--- src/rtl/cmp_sar_search.sv ---
// cmp_sar_search: successive-approximation search over an external comparator.
// Drives a probe value on guess, reads back eq/gt/lt from the comparator and
// narrows the [lo, hi] window by halving it until the hidden operand is hit,
// the comparator reports an illegal flag combination, or the window empties.
module cmp_sar_search #(
  parameter int WIDTH = 4,
  parameter int CNT_W = 4
) (
  input  logic             clk,
  input  logic             rst,
  input  logic             start,
  output logic [WIDTH-1:0] guess,
  input  logic             cmp_eq,
  input  logic             cmp_gt,
  input  logic             cmp_lt,
  output logic             busy,
  output logic             done,
  output logic             found,
  output logic             error,
  output logic [WIDTH-1:0] result,
  output logic [CNT_W-1:0] probes
);

  typedef enum logic [1:0] {
    S_IDLE  = 2'd0,
    S_PROBE = 2'd1,
    S_FIN   = 2'd2
  } state_t;

  // Window bounds carry one extra bit so guess+1 at the top of the range and
  // the lo+1 comparison near guess=0 never wrap.
  localparam logic [WIDTH:0] HI_INIT = {1'b0, {WIDTH{1'b1}}};
  localparam logic [WIDTH:0] ONE_W   = {{WIDTH{1'b0}}, 1'b1};
  localparam logic [WIDTH-1:0] FIRST_GUESS = WIDTH'(HI_INIT >> 1);

  state_t           state, state_n;
  logic [WIDTH-1:0] guess_n;
  logic [WIDTH:0]   lo, lo_n;
  logic [WIDTH:0]   hi, hi_n;
  logic             found_n;
  logic             error_n;
  logic [WIDTH-1:0] result_n;
  logic [CNT_W-1:0] probes_n;

  // Helper terms for the window update.
  logic [WIDTH:0]   guess_w;
  logic [WIDTH:0]   gt_hi;
  logic [WIDTH:0]   lt_lo;
  logic [WIDTH:0]   mid_sum;
  logic             gt_cross;
  logic             lt_cross;

  // Next-state, window and output-register update.
  // NOTE: every signal written here gets a default first, so no path through
  // the case statements can leave one unassigned and infer a latch.
  always_comb begin
    state_n  = state;
    guess_n  = guess;
    lo_n     = lo;
    hi_n     = hi;
    found_n  = found;
    error_n  = error;
    result_n = result;
    probes_n = probes;

    guess_w  = {1'b0, guess};
    gt_hi    = guess_w - ONE_W;
    lt_lo    = guess_w + ONE_W;
    // guess - 1 < lo  is the same as  lo + 1 > guess, which cannot underflow.
    gt_cross = (lo + ONE_W) > guess_w;
    lt_cross = lt_lo > hi;
    mid_sum  = '0;

    unique case (state)
      S_IDLE: begin
        if (start) begin
          state_n  = S_PROBE;
          lo_n     = '0;
          hi_n     = HI_INIT;
          guess_n  = FIRST_GUESS;
          found_n  = 1'b0;
          error_n  = 1'b0;
          result_n = '0;
          probes_n = CNT_W'(1);
        end
      end

      S_PROBE: begin
        unique case ({cmp_eq, cmp_gt, cmp_lt})
          3'b100: begin
            result_n = guess;
            found_n  = 1'b1;
            state_n  = S_FIN;
          end
          3'b010: begin
            if (gt_cross) begin
              error_n = 1'b1;
              state_n = S_FIN;
            end else begin
              hi_n     = gt_hi;
              mid_sum  = lo + gt_hi;
              guess_n  = WIDTH'(mid_sum >> 1);
              probes_n = probes + CNT_W'(1);
            end
          end
          3'b001: begin
            if (lt_cross) begin
              error_n = 1'b1;
              state_n = S_FIN;
            end else begin
              lo_n     = lt_lo;
              mid_sum  = lt_lo + hi;
              guess_n  = WIDTH'(mid_sum >> 1);
              probes_n = probes + CNT_W'(1);
            end
          end
          default: begin
            // No flag or several flags: the comparator is not trustworthy.
            error_n = 1'b1;
            state_n = S_FIN;
          end
        endcase
      end

      S_FIN: begin
        state_n = S_IDLE;
      end

      default: begin
        state_n = S_IDLE;
      end
    endcase
  end

  // State and datapath registers with synchronous reset.
  // NOTE: sequential state uses non-blocking assignments so every register
  // samples values from before the edge, independent of statement order.
  always_ff @(posedge clk) begin
    if (rst) begin
      state  <= S_IDLE;
      guess  <= '0;
      lo     <= '0;
      hi     <= HI_INIT;
      found  <= 1'b0;
      error  <= 1'b0;
      result <= '0;
      probes <= '0;
    end else begin
      state  <= state_n;
      guess  <= guess_n;
      lo     <= lo_n;
      hi     <= hi_n;
      found  <= found_n;
      error  <= error_n;
      result <= result_n;
      probes <= probes_n;
    end
  end

  // Status flags decode straight from the registered state.
  assign busy = (state == S_PROBE);
  assign done = (state == S_FIN);

endmodule
--- config.mk ---
export PLATFORM = sky130hd
export DESIGN_NAME = cmp_sar_search
export DESIGN_NICKNAME = d
export VERILOG_FILES = /design/src/rtl/cmp_sar_search.sv
export SDC_FILE = /design/constraint.sdc
export NUM_CORES = 1
export LEC_CHECK = 0
export CAP_MARGIN = 30
export CORE_ASPECT_RATIO = 0.6
export CORE_MARGIN = 3
export CORE_UTILIZATION = 45
export CTS_CLUSTER_SIZE = 8
export DETAILED_ROUTE_END_ITERATION = 16
export PLACE_DENSITY = 0.76
export SETUP_SLACK_MARGIN = 0.4
export SYNTH_ARGS = -nofsm -noshare
export SYNTH_HDL_FRONTEND = slang
export SYNTH_SLANG_ARGS = --single-unit
--- constraint.sdc ---
create_clock -name clk -period 3.7 [get_ports clk]
set_input_delay 0.74 -clock clk [delete_from_list [all_inputs] [get_ports clk]]
set_output_delay 0.74 -clock clk [all_outputs]
set_load 0.01 [all_outputs]
==> results_dict.tcl <==
set metrics [dict create \
    die_h_um 56.5 \
    syn_nets 246 \
    die_w_um 90.1 \
    drtPass1Iterations 4 \
    start_util_pct 49.4 \
    crit_chain "inv_1 > ha_1 > ha_1 > or2b_2 > a21oi_1 > o211ai_2 > and3b_4 > and2_4 > a32o_2" \
    rows 17 \
    cp.required_ns 3.89 \
    status "finished, final reports clean" \
    period_minus_slack_ns 2.88 \
    clockBufferDepth 2 \
    cp_data_arrival_time_ns 3.06 \
    worstPathMaxFanout 9 \
    synth_warnings 0 \
    grt_pass1_wl_um 8220 \
    top_layer "met4" \
    avgSynthCellArea_um2 8.81 \
    synth_area_mm2 0.00191 \
    synth.largest_area_cell "dfxtp_1" \
    netlist_instances 217 \
    seq_power_share_pct 42.4 \
    cts_tree "built" \
    grt.total_usage_pct 20.4 \
    tightest_slew_ns 0.561 \
    synth-async-reset-ratio_pct 0 \
    nets 268 \
    ir_drop_uv 155 \
    ant_nets 0 \
    fillers 371 \
    wl_met2_um 1850 \
    grt_pass1_vias 1565 \
    relSlewSlack_pct 62.2 \
    power.internal_mw 0.474 \
    rsz0062_at_grt "no" \
    synthTopCellsByArea "dfxtp_1 27%, ha_1 14%, mux2i_1 4.7%" \
    cp-start-kind "register" \
    postCtsSetupRepairBufs 0 \
    first_iter_violations 166 \
    drc 0 \
    hp-class "register to register" \
    slowest_delay_ns 0.52 \
    dieArea_mm2 0.00509 \
    portBuffers 21 \
    drive_above_1_share_pct 10.9 \
    clkSinkCount 26 \
    pwr_density_cell_mw_per_mm2 319 \
    avgRoutedWirePerCell_um 17.1 \
    insertion_delay_ns 0.28 \
    yosys.cell_types.count 47 \
    gp_congestion 0.924 \
    core-area_mm2 0.00387 \
    ctsHoldBuffers 0 \
    met3_length_um 465 \
    clk_pin_slew_ns 0.10 \
    setup_violations 0 \
    worstSetupPathType "register to register" \
    crit_top_cell "ha_1" \
    drv_slew 0 \
    power.total_mw 0.710 \
    area_growth_pct 16.4 \
    antenna_found_initial 0 \
    fmax_mhz 347 \
    synth_ff_type "dfxtp_1" \
    vias 1651 \
    h-tree-depth 1 \
    power_switching_mw 0.236 \
    crit_family "adder cells" \
    power_leakage_nw 0.911 \
    yosysSeqAreaShare_pct 27.2 \
    postPlaceCellArea_mm2 0.00217 \
    regArea_um2 520 \
    multiInputGateArea_mm2 0.00129 \
    final_area_mm2 0.00223 \
    overflow 0 \
    worst_path_max_delay_cell "dfxtp_1" \
    switching_share_pct 33.2 \
    cts_buffers 3 \
    yosys_register_bits 26 \
    endpoint_kind "register" \
    skew_ns 0.00991 \
    finalHoldViolCount 0 \
    met1_length_um 2720 \
    path_buf_inv 1 \
    wirelength_um 5050 \
    via_per_inst 5.60 \
    synth-edff-count 0 \
    dp_hpwl_um 3900 \
    antennaDiodeCount 0 \
    clockPowerShare_pct 27.6 \
    root_buffer "clkbuf_8" \
    fin_crit_sh_pct 77.8 \
    combPwrFrac_pct 30.1 \
    ctsResizeCount 0 \
    grt_max_degree 25 \
    fin_setup_tns_ns 0 \
    pin_count 22 \
    max_cap_violations 0 \
    synth_top_area_share_pct 27.2 \
]
-- registers in the layout (all words and copies together), names as in the netlist --
signal	cells
result	4
lo	5
found	1
guess	4
state	2
hi	5
probes	4
error	1
-- power by group through the flow --
| stage | clock, mW | sequential [mW] | combinational (mW) |
|---|---|---|---|
| global route | 0.205 | 0.303 | 0.230 |
| global placement | 0 | 0.306 | 0.206 |
| detailed placement | 0 | 0.307 | 0.207 |
| CTS | 0.197 | 0.301 | 0.209 |
| floorplan | 0 | 0.308 | 0.141 |
| finish | 0.196 | 0.301 | 0.214 |
-- area by class of cell --
type | count | area share (%)
Inverter | 17 | 2.87
Clock buffer | 4 | 2.47
Timing Repair Buffer | 23 | 10.1
Tap cell | 57 | 3.20
Sequential cell | 26 | 23.4
Multi-Input combinational cell | 168 | 58.0
-- worst min-delay path, stage by stage, from the launching register on --
cell and delay, ns:
dfxtp_1 0.32, inv_1 0.05, o32ai_1 0.06
-- metrics by stage --
step           std cells  worst slack [ns]  hold slack [ns]  util (%)
3_3_place_gp         291             0.874            0.458      56.1
4_1_cts              295             0.841            0.476      57.5
3_5_place_dp         291             0.872            0.461      56.1
6_report             295             0.821            0.470      57.5
5_1_grt              295             0.575            0.503      57.5
2_1_floorplan        217             0.979            0.447         -
-- synth_stat cells, drive strengths merged (3+ instances only) --
library cell  count
a221oi            3
ha               21
inv              15
nand2            18
mux2i             9
a21oi            17
nor3b             4
nand3            16
o21ai             4
and3              3
nor2             15
nor3              6
xor2              5
xnor2            10
nand4             3
clkbuf            4
o21bai            3
dfxtp            26
o211ai            3
-- placed cells by master (no fill, tap or decap), types with 6 or more instances in the layout --
master	Yosys	routed
inv_1	15	15
a21oi_1	17	17
nand3_1	15	15
xnor2_1	10	10
dfxtp_1	26	26
nor2_1	15	15
ha_1	21	21
nand2_1	17	17
nor3_1	6	6
clkdlybuf4s50_1	0	21
mux2i_1	9	9
-- worst paths after layout --
path                                       startpoint                    end  slack (ns)  cells past startpoint
worst max-delay path            guess[0]$_SDFFE_PP0P_  guess[3]$_SDFFE_PP0P_        0.82                      9
worst min-delay path               error$_SDFFE_PP0P_     error$_SDFFE_PP0P_        0.47                      2
worst max register to register  guess[0]$_SDFFE_PP0P_  guess[3]$_SDFFE_PP0P_        0.82                      9
worst min register to register     error$_SDFFE_PP0P_     error$_SDFFE_PP0P_        0.47                      2
-- logic make-up (layout without fill, tap and decap cells) --
group                      Yosys count  count (layout)  synth area share (%)
AOI/OAI and AO/OA                   40              40                  15.8
xor gates and xnor gates            15              15                  6.87
adders and majority gates           23              23                  15.8
buffers and inverters               23              44                  5.30
DFF                                 26              26                  27.2
muxes                                9               9                  4.71
and+or+nand+nor                     81              81                  24.2
-- routing by layer --
metal / track usage (%) / vias up
met5: 0 / -
met4: 2.18 / 0
met3: 5.76 / 2
met2: 26.0 / 62
met1: 33.3 / 777
li1: - / 810
No activity file was read; power rests on OpenSTA's default activity.
